--- config.mk ---
export PLATFORM = sky130hd
export DESIGN_NAME = matmul_tile_sequencer
export DESIGN_NICKNAME = d
export VERILOG_FILES = /design/src/rtl/matmul_tile_sequencer_pkg.sv /design/src/rtl/matmul_addr_gen.sv /design/src/rtl/matmul_tile_sequencer.sv
export SDC_FILE = /design/constraint.sdc
export NUM_CORES = 1
export LEC_CHECK = 0
export CAP_MARGIN = 30
export CORE_UTILIZATION = 40
export CTS_CLUSTER_SIZE = 40
export DETAILED_ROUTE_END_ITERATION = 10
export PLACE_DENSITY_LB_ADDON = 0.25
export SLEW_MARGIN = 20
export SYNTH_ARGS = -nofsm -noshare
export SYNTH_HDL_FRONTEND = slang
export SYNTH_HIERARCHICAL = 1
export SYNTH_SLANG_ARGS = --single-unit
--- constraint.sdc ---
create_clock -name Clk -period 3.1 [get_ports Clk]
set_clock_uncertainty 0.1 [all_clocks]
set_input_delay 0.775 -clock Clk [delete_from_list [all_inputs] [get_ports Clk]]
set_output_delay 0.775 -clock Clk [all_outputs]
set_load 0.02 [all_outputs]
--- src/rtl/matmul_tile_sequencer_pkg.sv ---
// Shared definitions for the 2x2-block matrix-multiply sequencer: state encoding,
// operand/result select constants and the P/Q/R memory base offsets.
package matmul_tile_sequencer_pkg;

    typedef enum logic [2:0] {
        StIdle,
        StLoad,
        StCompute,
        StStore,
        StDone
    } state_e;

    localparam logic [2:0] OP_A = 3'd0;
    localparam logic [2:0] OP_B = 3'd1;
    localparam logic [2:0] OP_C = 3'd2;
    localparam logic [2:0] OP_D = 3'd3;
    localparam logic [2:0] OP_E = 3'd4;
    localparam logic [2:0] OP_F = 3'd5;
    localparam logic [2:0] OP_G = 3'd6;
    localparam logic [2:0] OP_H = 3'd7;

    localparam logic [1:0] SEL_J = 2'd0;
    localparam logic [1:0] SEL_K = 2'd1;
    localparam logic [1:0] SEL_L = 2'd2;
    localparam logic [1:0] SEL_M = 2'd3;

    function automatic logic [31:0] p_base();
        return 32'd0;
    endfunction

    function automatic logic [31:0] q_base(input int unsigned n);
        return n * n;
    endfunction

    function automatic logic [31:0] r_base(input int unsigned n);
        return 2 * n * n;
    endfunction

endpackage

--- src/rtl/matmul_addr_gen.sv ---
// Combinational operand-read and result-write address generation for one
// (bi, bj, bk) block; addresses are row-major and wrap modulo 2^ADDR_W.
module matmul_addr_gen
    import matmul_tile_sequencer_pkg::*;
#(
    parameter int unsigned N      = 4,
    parameter int unsigned ADDR_W = 8,
    parameter int unsigned TW     = 1
) (
    input  logic [TW-1:0]     bi,
    input  logic [TW-1:0]     bj,
    input  logic [TW-1:0]     bk,
    input  logic [2:0]        op,
    input  logic [1:0]        s,
    output logic [ADDR_W-1:0] rd_addr,
    output logic [ADDR_W-1:0] wr_addr
);

    logic [31:0] rd_row;
    logic [31:0] rd_col;
    logic [31:0] rd_full;
    logic [31:0] wr_full;

    always_comb begin
        // op[2] picks the Q operand block (rows from bk, cols from bj) over P (rows bi, cols bk)
        rd_row  = op[2] ? (2 * 32'(bk) + 32'(op[1])) : (2 * 32'(bi) + 32'(op[1]));
        rd_col  = op[2] ? (2 * 32'(bj) + 32'(op[0])) : (2 * 32'(bk) + 32'(op[0]));
        rd_full = (op[2] ? q_base(N) : p_base()) + rd_row * N + rd_col;
        wr_full = r_base(N) + (2 * 32'(bi) + 32'(s[1])) * N + 2 * 32'(bj) + 32'(s[0]);
        rd_addr = rd_full[ADDR_W-1:0];
        wr_addr = wr_full[ADDR_W-1:0];
    end

endmodule

--- src/rtl/matmul_tile_sequencer.sv ---
// Tile sequencer for the 2x2-block matrix multiply: walks (bi, bj, bk), loads operands
// A..H, pulses accumulate and stores J..M. Define SEQ_STALL_COUNT_EN for stall_count.
module matmul_tile_sequencer
    import matmul_tile_sequencer_pkg::*;
#(
    parameter int unsigned N              = 4,
    parameter int unsigned ADDR_W         = 8,
    parameter int unsigned COMPUTE_CYCLES = 1
) (
    input  logic              Clk,
    input  logic              reset,
    input  logic              start,
    input  logic              mem_ready,
    output logic              busy,
    output logic              done,
    output logic [ADDR_W-1:0] rd_addr,
    output logic [7:0]        we_sel,
    output logic              acc_en,
    output logic              acc_clr,
    output logic              data_we,
    output logic [1:0]        jklm_select,
    output logic [ADDR_W-1:0] wr_addr,
    output logic              next_row
`ifdef SEQ_STALL_COUNT_EN
    ,
    output logic [15:0]       stall_count
`endif
);

    localparam int unsigned T  = N / 2;
    localparam int unsigned TW = (T > 1) ? $clog2(T) : 1;
    localparam int unsigned CW = (COMPUTE_CYCLES > 1) ? $clog2(COMPUTE_CYCLES) : 1;

    if ((N % 2 != 0) || (N < 2) || (COMPUTE_CYCLES < 1) || (ADDR_W > 32) ||
        (((3 * N * N - 1) >> ADDR_W) != 0)) begin : g_bad_params
        $error("matmul_tile_sequencer: illegal N / ADDR_W / COMPUTE_CYCLES");
    end

    state_e          state_q, state_d;
    logic [TW-1:0]   bi_q, bi_d, bj_q, bj_d, bk_q, bk_d;
    logic [2:0]      op_q, op_d;
    logic [1:0]      s_q, s_d;
    logic [CW-1:0]   cc_q, cc_d;
    logic            next_row_q, next_row_d;
    logic [ADDR_W-1:0] gen_rd_addr;
    logic [ADDR_W-1:0] gen_wr_addr;

    matmul_addr_gen #(
        .N      (N),
        .ADDR_W (ADDR_W),
        .TW     (TW)
    ) u_addr_gen (
        .bi      (bi_q),
        .bj      (bj_q),
        .bk      (bk_q),
        .op      (op_q),
        .s       (s_q),
        .rd_addr (gen_rd_addr),
        .wr_addr (gen_wr_addr)
    );

    always_comb begin
        state_d     = state_q;
        bi_d        = bi_q;
        bj_d        = bj_q;
        bk_d        = bk_q;
        op_d        = op_q;
        s_d         = s_q;
        cc_d        = cc_q;
        next_row_d  = 1'b0;
        busy        = 1'b0;
        done        = 1'b0;
        rd_addr     = '0;
        we_sel      = '0;
        acc_en      = 1'b0;
        acc_clr     = 1'b0;
        data_we     = 1'b0;
        jklm_select = SEL_J;
        wr_addr     = '0;

        unique case (state_q)
            StIdle: begin
                if (start) begin
                    state_d = StLoad;
                    bi_d    = '0;
                    bj_d    = '0;
                    bk_d    = '0;
                    op_d    = OP_A;
                    s_d     = SEL_J;
                    cc_d    = '0;
                end
            end
            StLoad: begin
                busy    = 1'b1;
                rd_addr = gen_rd_addr;
                if (mem_ready) begin
                    we_sel = 8'b1 << op_q;
                    if (op_q == OP_H) begin
                        state_d = StCompute;
                        cc_d    = '0;
                    end else begin
                        op_d = op_q + 3'd1;
                    end
                end
            end
            StCompute: begin
                busy = 1'b1;
                if (cc_q == CW'(COMPUTE_CYCLES - 1)) begin
                    acc_en  = 1'b1;
                    acc_clr = (bk_q == '0);
                    if (bk_q != TW'(T - 1)) begin
                        bk_d    = bk_q + TW'(1);
                        op_d    = OP_A;
                        state_d = StLoad;
                    end else begin
                        s_d     = SEL_J;
                        state_d = StStore;
                    end
                end else begin
                    cc_d = cc_q + CW'(1);
                end
            end
            StStore: begin
                busy        = 1'b1;
                data_we     = 1'b1;
                jklm_select = s_q;
                wr_addr     = gen_wr_addr;
                if (s_q == SEL_M) begin
                    bk_d = '0;
                    op_d = OP_A;
                    if (bj_q != TW'(T - 1)) begin
                        bj_d    = bj_q + TW'(1);
                        state_d = StLoad;
                    end else if (bi_q != TW'(T - 1)) begin
                        // Row wrap: next_row is flagged on the first LOAD cycle of the new row
                        bj_d       = '0;
                        bi_d       = bi_q + TW'(1);
                        next_row_d = 1'b1;
                        state_d    = StLoad;
                    end else begin
                        state_d = StDone;
                    end
                end else begin
                    s_d = s_q + 2'd1;
                end
            end
            StDone: begin
                busy    = 1'b1;
                done    = 1'b1;
                state_d = StIdle;
            end
            default: state_d = StIdle;
        endcase
    end

    always_ff @(posedge Clk) begin
        if (reset) begin
            state_q    <= StIdle;
            bi_q       <= '0;
            bj_q       <= '0;
            bk_q       <= '0;
            op_q       <= OP_A;
            s_q        <= SEL_J;
            cc_q       <= '0;
            next_row_q <= 1'b0;
        end else begin
            state_q    <= state_d;
            bi_q       <= bi_d;
            bj_q       <= bj_d;
            bk_q       <= bk_d;
            op_q       <= op_d;
            s_q        <= s_d;
            cc_q       <= cc_d;
            next_row_q <= next_row_d;
        end
    end

    assign next_row = next_row_q;

`ifdef SEQ_STALL_COUNT_EN
    logic [15:0] stall_q;

    always_ff @(posedge Clk) begin
        if (reset) begin
            stall_q <= '0;
        end else if (state_q == StIdle && start) begin
            stall_q <= '0;
        end else if (state_q == StLoad && !mem_ready && stall_q != 16'hFFFF) begin
            stall_q <= stall_q + 16'd1;
        end
    end

    assign stall_count = stall_q;
`endif

endmodule

==> metrics.md, run 1 <==
| Metric | Value |
|---|---|
| GRT Util Overall | 15.1% |
| Final ANT Viol Nets | 0 |
| Final hold viol count | 0 |
| Hold Path End | s_q[1] |
| Clock slew seen by the registers of the worst setup and hold paths | 0.08 ns |
| Post-Syn Area | 0.00109 mm^2 |
| Tmin final | 2.97 ns |
| Initial antenna violation count | 0 |
| I/O Pins | 36 |
| Syn Area/Cell | 8.36 um^2 |
| Critical path data required time | 2.22 ns |
| Yosys cell types | 40 |
| Worst Hold Launch | s_q[1] |
| Worst Setup Path Type | in -> out |
| Full die area | 0.00293 mm^2 |
| Most common cell after layout, fill and taps aside | clkdlybuf4s50_1 |
| Die H | 54.1 um |
| Die width | 54.1 um |
| Iter 0 DRT Violations | 15 |
| RR Endpoint | op_q[0] |
| Status | completed |
| Most frequent cells in the layout | clkdlybuf4s50_1, and2_1, dfxtp_1 |
| Largest net degree at the start of global routing | 17 |
| Crit-path max FO | 4 |
| Final period util | 95.9% |
| Vias | 870 |
| CTS max path bufs | 2 |
| CP Capture Type | output port |
| Layout cells sized above 1 | 12.7% |
| Layout area overhead | 24.5% |
| Yosys warns | 6 |
| Top FF cell, synth | dfxtp_1 |
| TritonCTS Buffers | 3 |
| Final Util | 53.7% |
| Row count | 18 |
| Vias in the first global route | 727 |
| Tot Pwr | 0.310 mW |
| Reg2Reg Launch Point | op_q[0] |
| Max transition margin | 59.0% |
| CTS tree | built |
| Syn Inst Count | 130 |
| Final setup fails | 0 |
| Async set or reset register ratio after synthesis | 0% |
| Antenna cells | 0 |
| Worst-margin pin slew | 0.613 ns |
| Setup TNS | 0 ns |
| EDFF count, synth | 0 |
| Power per cell area | 229 mW/mm^2 |
| RSZ-0062 raised after global routing | false |
| Max_cap viols | 0 |
| Sequential Area | 240 um^2 |
| Max VDD drop | 0.249 mV |
| Vias per cell | 4.83 |
| Core Area | 0.00252 mm^2 |
| Global route overflow | 0 |
| First-pass GRT wire length | 3.19 mm |
| Htree depth | 1 |
| Routed wire length per instance | 11.6 um |
| Filler cells | 236 |
| Register area share after synthesis | 22.1% |
| Clock Sinks | 12 |
| Post-Route WL | 2.09 mm |
| DRC errors left | 0 |
| CTS root buffer | clkbuf_4 |
| Clock insertion delay at the later pin of the skew report | 0.27 ns |
| Crit path arrival time | 2.10 ns |
| IO Port Bufs | 29 |
| Final slew viol count | 0 |
| Type of origin of the critical path | input port |
| Fmax | 336 MHz |
| Starting Density | 43.1% |
| Area occupied by multi-input gates | 711 um^2 |
| DP HPWL | 1.58 mm |
| Pre-antenna DRT Iters | 4 |
| WHS Path Cells | 2 |
| Flop-to-flop setup slack | 1.26 ns |
| Flops & latches, synth | 12 |
| Reg2Reg Depth | 6 |
| Leakage power total | 0.666 nW |
| Hold crit path type | reg -> reg |
| GPL Wtd Cong | 0.774 |
| Nets | 163 |
-- per-stage QoR --
step	cells	hold WS (ns)	setup WS [ns]	cell area (um^2)
2_1_floorplan	135	0.373	0.846	1110
6_report	180	0.408	0.127	1350
4_1_cts	180	0.411	0.00781	1340
3_3_place_gp	177	0.389	0.0417	1320
3_5_place_dp	177	0.401	0.00766	1320
5_1_grt	180	0.432	0.0680	1350
-- power breakdown --
part	switching, mW	internal, mW
combinational	0.0290	0.0252
clock	0.0512	0.0450
sequential	0.00326	0.156
total	0.0835	0.226
-- cell usage after synthesis, drive strengths merged, types with 2 or more instances --
cell type | instances | area, um^2
and2 | 21 | 134
buf | 19 | 136
dfxtp | 12 | 240
and3 | 8 | 50.1
nor2 | 8 | 30.0
ha | 7 | 87.6
a21oi | 4 | 27.5
nand2 | 4 | 15.0
nand4 | 4 | 25.0
nor2b | 4 | 25.0
o31ai | 4 | 45.1
inv | 3 | 11.3
mux2 | 3 | 33.8
mux2i | 3 | 30.0
and3b | 2 | 17.5
clkbuf | 2 | 7.51
conb | 2 | 7.51
nand2b | 2 | 12.5
nand3b | 2 | 15.0
nor3b | 2 | 25.0
-- kinds of logic after synthesis --
logic type | synth area share (%)
other | 0.691
DFF | 22.1
muxes | 5.87
adders and majority gates | 8.05
buffers and inverters | 14.3
xor gates and xnor gates | 0.806
AOI/OAI and AO/OA | 11.7
and+or+nand+nor | 36.5
-- layout make-up --
type / instances / area share (%)
clock buffers: 3 / 1.66
flip-flops and latches: 12 / 17.7
inverters: 3 / 0.832
repair buffers: 33 / 24.5
well taps: 30 / 2.77
multi-input cells: 99 / 52.5
-- worst max-delay path: stages --
cell	delay, ns
clkdlybuf4s50_1	0.47
buf_4	0.12
and3_1	0.14
clkdlybuf4s50_1	0.60
-- state kept, by name, summed over array words and instances, names as in the netlist --
register and flops:
bi_q 1, bj_q 1, bk_q 1, next_row 1
op_q 3, s_q 2, state_q 3
-- routing by layer --
layer  GRT usage, %  wire length (um)  part of all wire, %  vias to the layer above
met5              0                 0                    0                        -
met4           2.56                 0                    0                        0
met3           5.93                93                  4.4                        0
met2           23.0               941                   45                       19
met1           20.0              1060                   50                      390
li1               -                 -                    -                      461
-- how the worst max path moves through the flow --
stage / from / end / slack (ns) / cells after the start
3_5_place_dp: mem_ready / we_sel[2] / 0.008 / 4
6_report: mem_ready / we_sel[7] / 0.13 / 4
3_3_place_gp: mem_ready / we_sel[0] / 0.04 / 4
4_1_cts: mem_ready / we_sel[0] / 0.008 / 4
5_1_grt: state_q[2] / jklm_select[0] / 0.07 / 3
2_1_floorplan: state_q[1] / acc_clr / 0.85 / 3
-- what timing repair did --
item	in CTS	in global routing
buffers inserted	0	0
hold buffers	0	0
setup endpoints to repair	1	5
gates resized for setup	1	5
pin swaps	0	0
No activity file was read; power rests on OpenSTA's default activity.
==> run 2, diff against run 1 <==
--- a/config.mk
+++ b/config.mk
@@ -5,7 +5,7 @@
 export SDC_FILE = /design/constraint.sdc
 export NUM_CORES = 1
 export LEC_CHECK = 0
-export CAP_MARGIN = 30
+export ABC_CLOCK_PERIOD_IN_PS = 3100
 export CORE_UTILIZATION = 40
 export CTS_CLUSTER_SIZE = 40
 export DETAILED_ROUTE_END_ITERATION = 10
==> results of run 2 <==
No change in the layout: final DEF, timing and power equal those of run 1.
==> run 3, diff against run 2 <==
--- a/config.mk
+++ b/config.mk
@@ -5,7 +5,7 @@
 export SDC_FILE = /design/constraint.sdc
 export NUM_CORES = 1
 export LEC_CHECK = 0
-export ABC_CLOCK_PERIOD_IN_PS = 3100
+export ABC_CLOCK_PERIOD_IN_PS = 2400
 export CORE_UTILIZATION = 40
 export CTS_CLUSTER_SIZE = 40
 export DETAILED_ROUTE_END_ITERATION = 10
==> constraint.sdc (replaced) <==
create_clock -name Clk -period 2.4 [get_ports Clk]
set_clock_uncertainty 0.1 [all_clocks]
set_input_delay 0.6 -clock Clk [delete_from_list [all_inputs] [get_ports Clk]]
set_output_delay 0.6 -clock Clk [all_outputs]
set_load 0.02 [all_outputs]
==> metrics.md, run 3 (synthesis results as in run 1) <==
| Metric | Value |
|---|---|
| Status | completed |
| DRC errors left | 0 (unchanged) |
| Post-Route WL | 2.16 mm (+3.4%) |
| Worst Setup Path Type | in -> out |
| Reg2Reg Launch Point | op_q[0] |
| Setup TNS | 0 ns (unchanged) |
| Row count | 18 (unchanged) |
| GRT met3 Usage | 5.37% (-0.56 points) |
| Setup WS pre-CTS | -0.345 ns (-0.353 ns) |
| Crit-path slowest cell | clkdlybuf4s50_1 |
| Tot Pwr | 0.442 mW (+43%) |
| Final period util | 97.9% |
| Largest regs | op_q x3, state_q x3, s_q x2 |
| Final setup fails | 0 (unchanged) |
| Hold buffers post-CTS | 0 (unchanged) |
| Worst setup path startpoint | mem_ready |
| Flop-to-flop setup slack | 0.58 ns (-0.68 ns) |
| Met2 GRT Util | 26.8% (+3.9 points) |
| Final ANT Viol Nets | 0 (unchanged) |
| Initial antenna violation count | 0 (unchanged) |
| RSZ-0062 raised after global routing | false |
| Final slew viol count | 0 (unchanged) |
| Layout cells sized above 1 | 23.2% (+11 points) |
| Core Area | 0.00252 mm^2 (unchanged) |
| Vias in the first global route | 784 (+7.8%) |
| Crit-path max FO | 6 (+2) |
| I/O Pins | 36 (unchanged) |
| GRT Util Overall | 17.1% (+2.1 points) |
| Non-filler cells in the finished layout | 185 (+2.8%) |
| IO Port Bufs | 29 (unchanged) |
| Iter 0 DRT Violations | 21 (+6) |
| Cells along the critical path | clkdlybuf4s50_1 > and2_4 > and3_1 > clkdlybuf4s15_2 |
| Fmax | 426 MHz |
| Layout area overhead | 26.4% |
| CTS tree | built |
| Max_cap viols | 0 (unchanged) |
| First-pass GRT wire length | 3.57 mm (+12%) |
| CP peak stage delay | 0.48 ns (-0.12 ns) |
| CTS root buffer | clkbuf_4 |
| Final hold slack | 0.406 ns (-0.00198 ns) |
| Most frequent cells in the layout | and2_1, dlygate4sd2_1, dfxtp_1 |
| Setup WS post-layout | 0.0512 ns (-0.0759 ns) |
| Full die area | 0.00293 mm^2 (unchanged) |
| Global routing's busiest layer | met2 |
| Tmin final | 2.35 ns |
| Critical path data required time | 1.70 ns (-0.52 ns) |
| Die H | 54.1 um (unchanged) |
| Die width | 54.1 um (unchanged) |
| TritonCTS Buffers | 3 (unchanged) |
| Clock slew seen by the registers of the worst setup and hold paths | 0.08 ns (about the same) |
| Global route overflow | 0 (unchanged) |
| Reg2Reg Depth | 6 (unchanged) |
| Clock Sinks | 12 (unchanged) |
| Cell area after layout | 0.00137 mm^2 (+1.5%) |
| Antenna cells | 0 (unchanged) |
| Vias per cell | 4.99 (+3.3%) |
| Starting Density | 43.1% (unchanged) |
| RR Endpoint | op_q[1] |
| Worst-margin pin slew | 0.587 ns (-0.0256 ns) |
| CP Capture Type | output port |
| Htree depth | 1 (unchanged) |
| Crit path arrival time | 1.65 ns (-0.45 ns) |
| GPL Wtd Cong | 0.766 (-1.0%) |
| Final hold viol count | 0 (unchanged) |
| Max transition margin | 60.7% (+1.7 points) |
| Max VDD drop | 0.244 mV (-2.0%) |
| Most common cell after layout, fill and taps aside | and2_1 |
| Placed inst area | 0.00134 mm^2 (+1.7%) |
| Largest net degree at the start of global routing | 17 (unchanged) |
| Clock insertion delay at the later pin of the skew report | 0.28 ns (about the same) |
| CP Capture Point | we_sel[5] |
| Inst Count DP | 180 (+1.7%) |
| Power per cell area | 322 mW/mm^2 (+41%) |
| Routed wire length per instance | 11.7 um (+0.60%) |
| Hold crit path type | reg -> reg |
| Met1 Track Usage GR | 21.7% (+1.6 points) |
| CTS max path bufs | 2 (unchanged) |
| Final Util | 54.5% (+0.79 points) |
| Leakage power total | 0.699 nW (+5.0%) |
| Nets | 167 (+2.5%) |
| Type of origin of the critical path | input port |
| Pre-antenna DRT Iters | 4 (unchanged) |
| Vias | 924 (+6.2%) |
| Filler cells | 262 (+11%) |
## run 3: how the worst min path moves through the flow
| stage | start | to | cells after the start |
|---|---|---|---|
| after CTS | s_q[1] | s_q[1] | 2 |
| after global placement | s_q[1] | s_q[1] | 2 |
| after detailed placement | s_q[1] | s_q[1] | 2 |
| after floorplan | s_q[1] | s_q[1] | 2 |
| after global routing | s_q[1] | s_q[1] | 2 |
| final | s_q[1] | s_q[1] | 2 |
## run 3: layout make-up
| type | instances | area (um^2) | area share, % |
|---|---|---|---|
| multi-input cells | 99 | 714 | 52.0 |
| flip-flops and latches | 12 | 243 | 17.7 |
| repair buffers | 37 | 332 | 24.1 |
| clock buffers | 4 | 36.3 | 2.64 |
| inverters | 3 | 11.3 | 0.820 |
| well taps | 30 | 37.5 | 2.73 |
## run 3: per-layer routing
layer | wire, um | vias up
li1 | - | 471
met4 | 25 | 0
met2 | 1020 | 26
met5 | 0 | -
met1 | 979 | 422
met3 | 135 | 5
## run 3: what timing repair did
action	4_1_cts	5_1_grt
buffers inserted	1	0
pin swaps	0	0
resized for setup	37	10
endpoints found under the setup margin	23	8
## run 3: power breakdown
part / switching, mW / internal, mW / leakage, nW / total, mW
clock: 0.0723 / 0.0923 / 0.0210 / 0.165
sequential: 0.00232 / 0.201 / 0.0981 / 0.204
combinational: 0.0397 / 0.0339 / 0.580 / 0.0737
total: 0.114 / 0.328 / 0.699 / 0.442
## run 3: critical path: cells and delay by family
kind | cells | cell delay (ns)
and+or+nand+nor | 2 | 0.31
buffers and inverters | 2 | 0.74
